===== src/rtl/phase_serializer_if.sv =====
// Phase bus between the serializer (master) and the phase_parser bank (slave).
//   phase_data : {channel[7:0], phase[7:0]} word, meaningful only while en=1
//   en         : word valid
//   ready      : receiver accepts the current word this cycle (transfer = en && ready)
interface phase_serializer_if;
    logic [15:0] phase_data;
    logic        en;
    logic        ready;

    modport master (output phase_data, output en, input ready);
    modport slave  (input phase_data, input en, output ready);
endinterface


===== src/rtl/phase_serializer.sv =====
// Transmit side of the per-channel phase bus. A start pulse snapshots the channel
// phases and emits one {channel, phase} word per channel in ascending order, then
// pulses done for one cycle.
// Ports:
//   clk, rst  : clock, synchronous active-high reset
//   start     : 1-cycle frame request (ignored while a frame is in progress)
//   phases    : phases[NUM_CHANNELS] of [7:0], sampled only on an accepted start
//   bus       : phase_serializer_if.master (phase_data, en out; ready in)
//   busy      : frame in progress
//   done      : 1-cycle pulse after the last word of a frame transfers
// Optional feature (macro PHASE_SERIALIZER_SKIP_UNCHANGED_EN): remember the last
// phase sent per channel and only send channels whose phase changed.
module phase_serializer #(
    parameter int NUM_CHANNELS = 4
) (
    input  logic              clk,
    input  logic              rst,
    input  logic              start,
    input  logic [7:0]        phases [NUM_CHANNELS],
    phase_serializer_if.master bus,
    output logic              busy,
    output logic              done
);

    localparam int IDX_W = (NUM_CHANNELS > 1) ? $clog2(NUM_CHANNELS) : 1;
    localparam logic [IDX_W-1:0] LAST_IDX = IDX_W'(NUM_CHANNELS - 1);

    typedef enum logic [1:0] {IDLE, SEND, FIN} state_t;

    state_t           state_q, state_d;
    logic [IDX_W-1:0] idx_q, idx_d;
    logic [7:0]       snap_q [NUM_CHANNELS];
    logic [7:0]       snap_d [NUM_CHANNELS];
    logic [15:0]      data_q, data_d;
    logic             en_q, en_d;
    logic             busy_q, busy_d;
    logic             done_q, done_d;

`ifdef PHASE_SERIALIZER_SKIP_UNCHANGED_EN
    logic [7:0]              last_q [NUM_CHANNELS];
    logic [7:0]              last_d [NUM_CHANNELS];
    logic [NUM_CHANNELS-1:0] pend_q, pend_d;
    logic [NUM_CHANNELS-1:0] dirty, rem, scan;
    logic [IDX_W-1:0]        pick;
    logic                    found;
`endif

    always_ff @(posedge clk) begin
        if (rst) begin
            state_q <= IDLE;
            idx_q   <= '0;
            snap_q  <= '{default: '0};
            data_q  <= '0;
            en_q    <= 1'b0;
            busy_q  <= 1'b0;
            done_q  <= 1'b0;
`ifdef PHASE_SERIALIZER_SKIP_UNCHANGED_EN
            last_q  <= '{default: '0};
            pend_q  <= '0;
`endif
        end else begin
            state_q <= state_d;
            idx_q   <= idx_d;
            snap_q  <= snap_d;
            data_q  <= data_d;
            en_q    <= en_d;
            busy_q  <= busy_d;
            done_q  <= done_d;
`ifdef PHASE_SERIALIZER_SKIP_UNCHANGED_EN
            last_q  <= last_d;
            pend_q  <= pend_d;
`endif
        end
    end

    always_comb begin
        state_d = state_q;
        idx_d   = idx_q;
        snap_d  = snap_q;
        data_d  = data_q;
        en_d    = en_q;
        busy_d  = busy_q;
        done_d  = done_q;
`ifdef PHASE_SERIALIZER_SKIP_UNCHANGED_EN
        last_d  = last_q;
        pend_d  = pend_q;
        for (int unsigned i = 0; i < NUM_CHANNELS; i++) begin
            dirty[i] = (phases[i] != last_q[i]);
        end
        rem        = pend_q;
        rem[idx_q] = 1'b0;
        // One lowest-set-bit search serves both the first pick at start and the
        // next pick after each transfer.
        scan  = (state_q == IDLE) ? dirty : rem;
        pick  = '0;
        found = 1'b0;
        for (int unsigned i = NUM_CHANNELS; i > 0; i--) begin
            if (scan[i-1]) begin
                pick  = IDX_W'(i - 1);
                found = 1'b1;
            end
        end
`endif

        case (state_q)
            IDLE: begin
                if (start) begin
                    snap_d = phases;
`ifdef PHASE_SERIALIZER_SKIP_UNCHANGED_EN
                    pend_d = dirty;
                    if (found) begin
                        idx_d   = pick;
                        data_d  = {8'(pick), phases[pick]};
                        en_d    = 1'b1;
                        busy_d  = 1'b1;
                        state_d = SEND;
                    end else begin
                        // Nothing to send: FIN raises done one cycle later.
                        state_d = FIN;
                    end
`else
                    idx_d   = '0;
                    data_d  = {8'h00, phases[0]};
                    en_d    = 1'b1;
                    busy_d  = 1'b1;
                    state_d = SEND;
`endif
                end
            end

            SEND: begin
                if (en_q && bus.ready) begin
`ifdef PHASE_SERIALIZER_SKIP_UNCHANGED_EN
                    last_d[idx_q] = snap_q[idx_q];
                    pend_d        = rem;
                    if (found) begin
                        idx_d  = pick;
                        data_d = {8'(pick), snap_q[pick]};
                    end else begin
                        en_d    = 1'b0;
                        busy_d  = 1'b0;
                        done_d  = 1'b1;
                        state_d = FIN;
                    end
`else
                    if (idx_q == LAST_IDX) begin
                        en_d    = 1'b0;
                        busy_d  = 1'b0;
                        done_d  = 1'b1;
                        state_d = FIN;
                    end else begin
                        idx_d  = idx_q + 1'b1;
                        data_d = {8'(idx_d), snap_q[idx_d]};
                    end
`endif
                end
            end

            FIN: begin
                // Entered with done already set after a sent frame; the empty-frame
                // path arrives with done clear and spends one extra cycle raising it.
                if (done_q) begin
                    done_d  = 1'b0;
                    state_d = IDLE;
                end else begin
                    done_d = 1'b1;
                end
            end

            default: state_d = IDLE;
        endcase
    end

    assign bus.phase_data = data_q;
    assign bus.en         = en_q;
    assign busy           = busy_q;
    assign done           = done_q;

endmodule

===== src/flat_wrapper.sv =====
// flat-port wrapper written by rule: the top's interface ports become plain ports
module phase_serializer_flat 
#(
    parameter int NUM_CHANNELS = 4
)
  (clk, rst, start, phases, busy, done, bus_phase_data, bus_en, bus_ready);
  phase_serializer_if bus_i ();
  input  logic clk;
  input  logic rst;
  input  logic start;
  input  logic [7:0] phases[NUM_CHANNELS];
  output logic busy;
  output logic done;
  output wire logic [$bits(bus_i.phase_data)-1:0] bus_phase_data;
  output wire logic [$bits(bus_i.en)-1:0] bus_en;
  input wire logic [$bits(bus_i.ready)-1:0] bus_ready;
  assign bus_phase_data = bus_i.phase_data;
  assign bus_en = bus_i.en;
  assign bus_i.ready = bus_ready;
  phase_serializer #(.NUM_CHANNELS(NUM_CHANNELS)) u_core (.clk(clk), .rst(rst), .start(start), .phases(phases), .bus(bus_i), .busy(busy), .done(done));
endmodule

===== config.mk =====
export PLATFORM = sky130hd
export DESIGN_NAME = phase_serializer_flat
export DESIGN_NICKNAME = d
export VERILOG_FILES = /design/src/rtl/phase_serializer_if.sv /design/src/rtl/phase_serializer.sv /design/src/flat_wrapper.sv
export SDC_FILE = /design/constraint.sdc
export NUM_CORES = 1
export LEC_CHECK = 0
export CAP_MARGIN = 20
export CORE_ASPECT_RATIO = 1.1
export CORE_MARGIN = 5
export CORE_UTILIZATION = 44
export CTS_CLUSTER_DIAMETER = 50
export DETAILED_ROUTE_END_ITERATION = 6
export PLACE_DENSITY = 0.86
export SKIP_CTS_REPAIR_TIMING = 1
export SYNTH_ARGS = -nofsm -noshare
export SYNTH_HDL_FRONTEND = slang
export SYNTH_SLANG_ARGS = --single-unit
export TNS_END_PERCENT = 1

===== constraint.sdc =====
create_clock -name clk -period 1.6 [get_ports clk]
set_input_delay 0.4 -clock clk [delete_from_list [all_inputs] [get_ports clk]]
set_output_delay 0.4 -clock clk [all_outputs]
set_load 0.01 [all_outputs]

Word level (Yosys, flattened, before mapping)
Index checks and enable logic that the tools add are counted.
- logic and storage cells: 53
- output and inout bits: 19
- input port bits: 36
- register bits after elaboration: 54
- bitwise gates (word level): 1
- mux-type cells: 24
- $add $sub $neg: 1
- $lt $le $gt $ge: 1
- reductions and logical operators: 9
- eq/ne operators: 8
- operators by type and width (kind ; number):
    two-way mux 16 bit ; 3
    one-hot mux 16 bit (2 select lines) ; 1
    binary-select mux 8 bit (select 2 bit) ; 1
    two-way mux 8 bit ; 2
    two-way mux 2 bit ; 7
    AND reduction 4 bit ; 3
    two-way mux 1 bit ; 6
    inequality test 2 x 1 -> 1 bit (second input constant) ; 3
    one-hot mux 2 bit (3 select lines) ; 1
    == test 2 bit (second input constant) ; 2
    inequality test 2 bit (second input constant) ; 2
    one-hot mux 1 bit (2 select lines) ; 2
    one-hot mux 2 bit (2 select lines) ; 1
    nonzero test 2 bit ; 2
    greater-or-equal comparator 3 bit (second input constant) ; 1
    inverter 2 -> 3 bit ; 1
    AND reduction 3 bit ; 1
    adder 2 x 1 -> 2 bit (second input constant) ; 1
    == test 2 x 1 -> 1 bit (second input constant) ; 1
    logical NOT 2 bit ; 1
    AND reduction 2 bit ; 1
    logical AND 1 bit ; 1

Logic depth before layout (Yosys ltp)
Gate-level depths: netlist (run 1).
- depth in word-level cells: 8
- gate-level depth with buffers: 5

Worst setup path before layout (run 1)
No wires, ideal clock.
- path type: flip-flop to flip-flop
- from: register u_core.idx_q[0]
- to: register u_core.data_q[0] (netlist: u_core.bus.phase_data[0])
- arrival time: 1.460 ns
- setup slack: -0.004 ns
- cell stages (with the launch flop): 6
- library setup time: 0.144 ns
- period minus slack after synthesis: 1.604 ns
- cells stage by stage: dfxtp_1 ha_1 buf_4 mux4_2 nand2_2 a311oi_2
- word-level cells in the longest chain between the ends: 8
- elaborated cells between the ends (all ways): 11
- those cells by class: 1 x add/sub; 2 x eq/ne; 6 x mux; 1 x bitwise; 1 x reduce/logical
- RTL lines (element ; line ; source):
    from (decl) ; phase_serializer.sv:31 ; logic [IDX_W-1:0] idx_q, idx_d;
    from (signal assigned) ; phase_serializer.sv:63 ; idx_q <= idx_d;
    adder 2 x 1 -> 2 bit ; phase_serializer.sv:152 ; idx_d = idx_q + 1'b1;
    inverter 2 -> 3 bit (implied by the code) ; phase_serializer.sv:153 ; data_d = {8'(idx_d), snap_q[idx_d]};
    binary-select mux 8 bit (select 2 bit) ; phase_serializer.sv:153 ;
    two-way mux 8 bit (implied by the code) (2 in series) ; phase_serializer.sv:153 ;
    two-way mux 16 bit ; phase_serializer.sv:146 ; if (idx_q == LAST_IDX) begin
    two-way mux 16 bit ; phase_serializer.sv:132 ; if (en_q && bus.ready) begin
    one-hot mux 16 bit (2 select lines) ; phase_serializer.sv:105 ; case (state_q)
    to (signal assigned) ; phase_serializer.sv:65 ; data_q <= data_d;
    to (decl) ; phase_serializer.sv:34 ; logic [15:0] data_q, data_d;
Parallel ways exist; a longest one is shown, timed or not. The select of a mux whose other input is x is not followed.
A chain may end at the register's enable or synchronous reset.

==> results of run 1 <==
[cell usage in the layout, fill, tap and decap left out, types with 3 or more instances in the layout]
cell and instances:
dlymetal6s2s_1 12, a311oi_2 8, mux4_2 8, a21oi_1 33
nand2_1 72, buf_12 7, clkdlybuf4s50_1 35, dfxtp_1 43
dfxtp_2 3, nand2_2 8, conb_1 6, nor2_1 3
clkbuf_8 8, buf_4 8, a211oi_1 8
[area by class of cell]
class | count | area, um2 | share of cell area [%]
Clock buffer | 8 | 110 | 3.81
Multi-Input combinational cell | 166 | 1070 | 37.2
Timing Repair Buffer | 63 | 706 | 24.4
Sequential cell | 46 | 925 | 32.0
Tap cell | 56 | 70.1 | 2.43
Inverter | 1 | 3.75 | 0.130
[Yosys cell counts (2+ instances only)]
cell / number
buf_6: 3
clkbuf_1: 3
nor2_1: 3
a311oi_2: 8
nand2_1: 73
buf_4: 12
nand2_2: 7
mux4_2: 8
dfxtp_1: 46
buf_2: 5
nand2b_1: 2
a21oi_1: 35
a211oi_1: 8
[metrics by stage]
stage          hold WS [ns]  power [mW]  area [um2]  TNS (ns)
2_1_floorplan         0.433        1.54        2160         0
3_5_place_dp          0.446        1.74        2720     -8.72
5_1_grt               0.417        2.64        2890    -0.126
4_1_cts               0.410        2.55        2830    -0.668
3_3_place_gp          0.439        1.73        2720     -7.77
6_report              0.413        2.53        2890  -0.00348
[power groups by stage]
| stage | logic (mW) | registers (mW) | clock network (mW) |
|---|---|---|---|
| 5_1_grt | 0.502 | 1.26 | 0.872 |
| 3_3_place_gp | 0.454 | 1.28 | 0 |
| 2_1_floorplan | 0.264 | 1.28 | 0 |
| 4_1_cts | 0.466 | 1.25 | 0.828 |
| 3_5_place_dp | 0.465 | 1.28 | 0 |
| 6_report | 0.462 | 1.25 | 0.810 |
[sequential cells by signal, summed over array words and instances, names as in the netlist]
register / cells
u_core.bus.en: 1
u_core.snap_q: 32
u_core.state_q: 2
u_core.done: 1
u_core.idx_q: 1
u_core.bus.phase_data: 9
[per-layer routing]
metal | track usage [%] | vias up
met5 | 0 | -
met4 | 6.04 | 0
met3 | 3.35 | 6
met2 | 27.3 | 47
met1 | 18.6 | 854
li1 | - | 890
[kinds of logic (layout without fill, tap and decap cells)]
kind of cell             count (synthesis)  in the layout  share of synthesized area (%)
AND/OR/NAND/NOR                         95             95                           19.6
AO/OA/AOI/OAI                           56             56                           19.1
flip-flops                              46             46                           43.0
buffers and inverters                   27             72                           9.01
multiplexers                             8              8                           8.42
adder cells (fa/ha/maj)                  1              1                          0.585
other                                    1              6                          0.175
[worst max-delay path by stage]
stage                                            endpoint                    startpoint
floorplan           u_core.bus.phase_data[0]$_SDFFE_PP0P_  u_core.idx_q[0]$_SDFFE_PP0P_
global route                                         busy    u_core.bus.en$_SDFFE_PP0P_
detailed placement  u_core.bus.phase_data[3]$_SDFFE_PP0P_                         start
CTS                                     bus_phase_data[8]  u_core.idx_q[0]$_SDFFE_PP0P_
global placement    u_core.bus.phase_data[9]$_SDFFE_PP0P_                         start
finish                                               busy    u_core.bus.en$_SDFFE_PP0P_
==> flow_summary.ini, run 1 <==
[status]
status = finished, violations left
violations = setup timing

[layout]
syn_to_final_growth_pct = 35.0
num_antenna_cells = 0
fillers = 381
drive_above_1_share_pct = 20.1
post-route-util_pct = 61.6
num-nets-final = 320
stdcell_count = 340

[pwr]
pwr-share-clk_pct = 32.1
combPwrFrac_pct = 18.3
power.internal_mw = 1.90
worst_ir_drop_vdd_v = 0.000372
p_sw_mw = 0.629
power_leakage_nw = 1.22
p_seq_share_pct = 49.6
p_sw_share_pct = 24.9
powerDensity_nw_per_um2 = 875

[yosys]
yosys_register_bits = 46
synth.cell_area_um2 = 2140
synthArstFlopShare_pct = 0
synth.distinct_cells = 34
synth_top_cell_area_share_pct = 43.0
synth-edff-count = 0
ys_seq_area_share_pct = 43.0
synth_area_leaders = dfxtp_1 (43%), nand2_1 (13%), mux4_2 (8.4%), a21oi_1 (8.2%), a311oi_2 (5.6%)
yosysTopAreaCell = dfxtp_1
yosys_warnings = 0
synthFlopType = dfxtp_1
synth.avg_cell_area_um2 = 9.14
netlist_instances = 234

[detailed_routing]
initialDrtViolationCount = 103
wl_mm = 4.92
detail-route-antenna-nets = 0
dr_wl_met3_um = 198
vias = 1797
route.detailed.drc = 0
viasPerCell = 5.29
drt-met1-wl_mm = 2.14
route.met2.wl_mm = 2.51
highest-signal-layer = met4
wire_per_inst_um = 14.5
firstDrtPassIters = 4

[setup_path]
cp_num_cells = 1
reg2reg_depth = 5
crit_required_ns = 1.20
crit_fanout = 6
path_buf_inv = 1
r2r_slack_ns = 0.03
critPathMaxStageDelay_ns = 0.54
crit_type = flip-flop to output pin
slowest_stage = clkdlybuf4s50_1
start_kind = flip-flop
reg2reg_from = u_core.idx_q[0]$_SDFFE_PP0P_
cp_cell_sequence = clkdlybuf4s50_1
crit_family = buffers and inverters
cp.arrival_ns = 1.20
end_kind = output pin
reg2reg_to = u_core.bus.phase_data[3]$_SDFFE_PP0P_

[placement]
place_inst = 332
pre_cts_slack_ns = -0.273
numPortBuffers = 48
hpwl_mm = 3.57
routabilityCongestion = 0.754

[clocking]
cts.sinks = 46
clk_pin_slew_ns = 0.08
htreeDepth = 2
cts_max_path_buffers = 2
clk_latency_ns = 0.30
tritoncts = built
cts_made_buffers = 5
cts_root_buf = clkbuf_8

[grt]
overflow = 0
antenna_found_initial = 0
grt_usage_pct = 15.7
grt_pass1_vias = 1854
grt_max_degree = 47
grt_pass1_wl_mm = 8.32

[timing]
slew_viol_final = 0
fmax_ghz = 0.624
setup_violations = 1
period_needed_ns = 1.60
rsz0062_at_grt = yes
worst_slack_ns = -0.00348
final.setup_skew_ns = 0.00601
finalHoldViolCount = 0
fin_crit_sh_pct = 100

[min_path]
hold_depth = 3
hold_path_end = u_core.idx_q[0]$_SDFFE_PP0P_
holdCritPathClass = primary input to flip-flop
min_from = rst

[floorplan]
die_y_um = 83.1
initial_utilization_pct = 45.7
die_w_um = 76.5
io_pins = 55
die_area_um2 = 6360
placeableCoreArea_um2 = 4680
rows = 26

[run]
cap_violations = 0
Note: power is estimated with default switching activity, not from simulation.
==> run 2: changes to the inputs <==
--- a/config.mk
+++ b/config.mk
@@ -6,7 +6,6 @@
 export NUM_CORES = 1
 export LEC_CHECK = 0
 export CAP_MARGIN = 20
-export CORE_ASPECT_RATIO = 1.1
 export CORE_MARGIN = 5
 export CORE_UTILIZATION = 44
 export CTS_CLUSTER_DIAMETER = 50
==> run 2 against run 1 <==
Sequential share of layout area grew 0.38 points. The run still ends with setup timing left. Critical path type unchanged. Critical endpoint unchanged. Highest routed layer unchanged. Wire length shrank 0.98%. Critical path depth is the same. Flip-flop and latch count is the same.
==> flow_summary.ini, run 2 (synthesized netlist as in run 1, its figures left out) <==
[min_path]
min_from = rst
hold_depth = 3
holdCritPathClass = primary input to flip-flop

[grt]
gr-usage-met2_pct = 25.8
overflow = 0
global_route.peak_usage_layer = met2
grt_usage_pct = 15.7
antenna_found_initial = 0
grt_util_met3_pct = 4.51
gr-usage-met1_pct = 19.7
grt_pass1_vias = 1658
grt_pass1_wl_mm = 7.74
grt_max_degree = 47

[layout]
fillers = 422
largest_reg_flops = 32
num_antenna_cells = 0
layout_common_cells = nand2_1 (73), dfxtp_1 (45), a21oi_1 (35), clkdlybuf4s50_1 (35), buf_4 (14)
syn_to_final_growth_pct = 33.0
drive_above_1_share_pct = 18.8
final_common_cell = nand2_1
num-nets-final = 323
registers.top_by_ff_count = u_core.snap_q

[setup_path]
crit_type = flip-flop to output pin
cp.arrival_ns = 1.22
critPathMaxStageDelay_ns = 0.55
critPathLaunch = u_core.bus.en$_SDFFE_PP0P_
reg2reg_from = u_core.bus.phase_data[9]$_SDFFE_PP0P_
slowest_stage = clkdlybuf4s50_1
reg2reg_depth = 5
end_kind = output pin
crit_required_ns = 1.20
cp_cell_sequence = clkdlybuf4s50_1
crit_fanout = 6
cp_num_cells = 1
crit_family = buffers and inverters
start_kind = flip-flop
path_buf_inv = 1

[floorplan]
initial_utilization_pct = 45.3
die_w_um = 79.7
die_y_um = 79.7
placeableCoreArea_um2 = 4720
die_area_um2 = 6360
rows = 25
io_pins = 55

[detailed_routing]
viasPerCell = 4.97
firstDrtPassIters = 5
vias = 1760
wire_per_inst_um = 13.8
detail-route-antenna-nets = 0
route.detailed.drc = 0
initialDrtViolationCount = 113
wl_mm = 4.87

[timing]
worst_slack_ns = -0.0208
finalHoldViolCount = 0
hold_slack_ns = 0.414
setup_violations = 2
period_needed_ns = 1.62
rsz0062_at_grt = yes
final.setup_skew_ns = 0.00667
fin_crit_sh_pct = 101
fmax_ghz = 0.617
slew_viol_final = 0

[clocking]
clk_pin_slew_ns = 0.08
cts_max_path_buffers = 2
cts.sinks = 46
cts_root_buf = clkbuf_8
tritoncts = built
cts_made_buffers = 5
htreeDepth = 2
clk_latency_ns = 0.30

[pwr]
power_leakage_nw = 1.21
design_power_total_mw = 2.44
powerDensity_nw_per_um2 = 858
worst_ir_drop_vdd_v = 0.000501

[status]
violations = setup timing
status = finished, violations left

[placement]
numPortBuffers = 48
pre_cts_slack_ns = -0.293
hpwl_mm = 3.59
routabilityCongestion = 0.757

[run]
cap_violations = 0
-- run 2: area by class of cell --
type / count / area [um2] / area share (%)
Timing Repair Buffer: 66 / 691 / 24.3
Sequential cell: 46 / 922 / 32.4
Multi-Input combinational cell: 166 / 1050 / 36.9
Clock inverter: 2 / 12.5 / 0.440
Inverter: 1 / 3.75 / 0.132
Clock buffer: 6 / 82.6 / 2.90
Tap cell: 67 / 83.8 / 2.95
-- run 2: worst paths after layout --
check / to / slack, ns
setup reg to reg: u_core.bus.phase_data[2]$_SDFFE_PP0P_ / 0
setup / recovery: busy / -0.02
hold / removal: u_core.idx_q[0]$_SDFFE_PP0P_ / 0.41
hold reg to reg: u_core.snap_q[14]$_SDFFE_PP0P_ / 0.46
-- run 2: per-layer routing --
layer | part of all wire (%) | up-vias | wire length (um)
met5 | 0 | - | 0
met4 | 1.2 | 0 | 58
met3 | 6.4 | 5 | 313
met2 | 48 | 50 | 2330
met1 | 44 | 812 | 2160
li1 | - | 893 | -
-- run 2: stage by stage --
stage          utilization (%)  setup TNS (ns)  instances  instance area (um2)
2_1_floorplan                -               0        239                 2160
3_3_place_gp              57.6           -8.76        346                 2720
3_5_place_dp              57.6           -9.53        346                 2720
4_1_cts                   59.6          -0.741        354                 2820
5_1_grt                   60.3          -0.655        354                 2850
6_report                  60.3         -0.0209        354                 2850
-- run 2: power by group --
| group | switching, mW | leakage, nW | internal (mW) |
|---|---|---|---|
| Combinational | 0.206 | 0.786 | 0.243 |
| Sequential | 0.0425 | 0.378 | 1.21 |
| Clock | 0.390 | 0.0472 | 0.347 |
==> run 3: changes to the inputs <==
--- a/config.mk
+++ b/config.mk
@@ -5,6 +5,7 @@
 export SDC_FILE = /design/constraint.sdc
 export NUM_CORES = 1
 export LEC_CHECK = 0
+export ABC_AREA = 1
 export CAP_MARGIN = 20
 export CORE_MARGIN = 5
 export CORE_UTILIZATION = 44
==> run 3 against run 2 <==
Critical endpoint is now bus_phase_data[7]. The run now ends clean. Non-clock buffer count is 5 lower. Power increased by 6.4%. Die area is 2.6% higher. Wire length rose by 8.1%.
==> flow_summary.ini, run 3 <==
[detailed_routing]
vias = 2152
initialDrtViolationCount = 166
route.detailed.drc = 0
wire_per_inst_um = 11.6
wl_mm = 5.26
viasPerCell = 4.73
detail-route-antenna-nets = 0
firstDrtPassIters = 4

[setup_path]
reg2reg_from = u_core.idx_q[0]$_SDFFE_PP0P_
slowest_stage = clkdlybuf4s50_1
crit_family = buffers and inverters
start_kind = flip-flop
end_kind = output pin
reg2reg_to = u_core.bus.phase_data[0]$_SDFFE_PP0P_
cp.arrival_ns = 1.16
critPathMaxStageDelay_ns = 0.54
r2r_slack_ns = 0.17
crit_required_ns = 1.20
crit_fanout = 2
cp_cell_sequence = clkdlybuf4s50_1
reg2reg_depth = 6
crit_type = flip-flop to output pin
path_buf_inv = 1

[yosys]
synth_top_cell_area_share_pct = 41.8
ys_seq_area_share_pct = 41.8
synth_area_leaders = dfxtp_1 (42%), nor2_1 (16%), nand2_1 (13%), o21ai_0 (7.3%), inv_1 (4.1%)
synth_most_common_cell = nor2_1
yosys_register_bits = 46
yosysTopAreaCell = dfxtp_1
synth.distinct_cells = 21
yosys_warnings = 0
synth.cell_area_um2 = 2200
synth.avg_cell_area_um2 = 6.50
synth-edff-count = 0
netlist_instances = 339
ys_top_cells_by_count = nor2_1 (91), nand2_1 (76), dfxtp_1 (46)
synthFlopType = dfxtp_1
synthArstFlopShare_pct = 0

[grt]
grt_pass1_wl_mm = 9.09
grt_max_degree = 43
grt_usage_pct = 17.6
antenna_found_initial = 0
grt_pass1_vias = 2110
overflow = 0

[clocking]
tritoncts = built
htreeDepth = 2
clk_pin_slew_ns = 0.08
clk_latency_ns = 0.29
cts_root_buf = clkbuf_8
cts_made_buffers = 5
cts_max_path_buffers = 2
cts.sinks = 46

[pwr]
powerDensity_nw_per_um2 = 906
power_leakage_nw = 1.43
worst_ir_drop_vdd_v = 0.000636

[timing]
hold_slack_ns = 0.457
fmax_ghz = 0.640
finalHoldViolCount = 0
setup_violations = 0
worst_slack_ns = 0.0365
period_needed_ns = 1.56
rsz0062_at_grt = no
fin_tns_setup_ns = 0
final.setup_skew_ns = 0.00942
fin_crit_sh_pct = 97.7
slew_viol_final = 0

[placement]
pre_cts_slack_ns = -0.0395
hpwl_mm = 3.95
place_inst = 448
numPortBuffers = 48
routabilityCongestion = 0.822

[layout]
registers.top_by_ff_count = u_core.snap_q
final_common_cell = nor2_1
num_antenna_cells = 0
largest_reg_flops = 32
stdcell_count = 455
layout_common_cells = nor2_1 (91), nand2_1 (76), dfxtp_1 (45)
num-nets-final = 425
syn_to_final_growth_pct = 30.0
fillers = 450
drive_above_1_share_pct = 6.96

[min_path]
holdCritPathClass = flip-flop to flip-flop
min_from = u_core.snap_q[18]$_SDFFE_PP0P_
hold_depth = 2
hold_path_end = u_core.snap_q[18]$_SDFFE_PP0P_

[floorplan]
placeableCoreArea_um2 = 4790
io_pins = 55
die_w_um = 80.8
die_y_um = 80.8
rows = 25
die_area_um2 = 6520
initial_utilization_pct = 46.0

[run]
cap_violations = 0

[status]
status = finished clean
-- run 3: cell families after synthesis --
group                      after synthesis  share of synthesized area [%]
AOI/OAI and AO/OA                       46                           10.6
buffers and inverters                   51                           10.8
adders and majority gates                1                          0.568
other                                    1                          0.170
and+or+nand+nor                        194                           36.1
DFF                                     46                           41.8
-- run 3: routing by layer --
metal | part of all wire [%] | vias up | global-route usage (%)
li1 | - | 1142 | -
met1 | 43 | 936 | 21.2
met2 | 48 | 59 | 30.3
met3 | 6.1 | 15 | 3.44
met4 | 2.6 | 0 | 7.94
met5 | 0 | - | 0
-- run 3: worst max-delay path by stage --
| stage | startpoint | end | slack [ns] | depth (start not counted) |
|---|---|---|---|---|
| finish | u_core.bus.phase_data[7]$_SDFFE_PP0P_ | bus_phase_data[7] | 0.04 | 1 |
| global route | u_core.bus.phase_data[2]$_SDFFE_PP0P_ | bus_phase_data[2] | 0.008 | 1 |
| CTS | u_core.idx_q[0]$_SDFFE_PP0P_ | bus_phase_data[8] | -0.09 | 1 |
| detailed placement | start | u_core.bus.phase_data[0]$_SDFFE_PP0P_ | -0.04 | 7 |
| global placement | start | u_core.bus.phase_data[0]$_SDFFE_PP0P_ | 0.006 | 7 |
| floorplan | u_core.bus.phase_data[9]$_SDFFE_PP0P_ | u_core.bus.phase_data[0]$_SDFFE_PP0P_ | 0.25 | 8 |
-- run 3: power by group --
| group | switching, mW | internal (mW) |
|---|---|---|
| Combinational | 0.342 | 0.292 |
| Sequential | 0.0520 | 1.25 |
| Clock | 0.359 | 0.301 |
| Total | 0.752 | 1.84 |
-- run 3: metrics by stage --
step	instance area [um2]	util, %	total power, mW
2_1_floorplan	2220	-	1.72
3_3_place_gp	2760	57.7	1.95
3_5_place_dp	2760	57.7	1.97
4_1_cts	2840	59.3	2.62
5_1_grt	2870	59.9	2.75
6_report	2870	59.9	2.60
-- run 3: layout make-up --
| type | instances | area, um2 | area share, % |
|---|---|---|---|
| Clock buffer | 7 | 76.3 | 2.66 |
| Tap cell | 67 | 83.8 | 2.93 |
| Sequential cell | 46 | 922 | 32.2 |
| Multi-Input combinational cell | 247 | 1060 | 37.1 |
| Timing Repair Buffer | 61 | 618 | 21.6 |
| Inverter | 27 | 101 | 3.54 |
-- run 3: worst min-delay path: stages (launching register included) --
cell     delay, ns
dfxtp_1       0.30
inv_1         0.06
a21oi_1       0.05
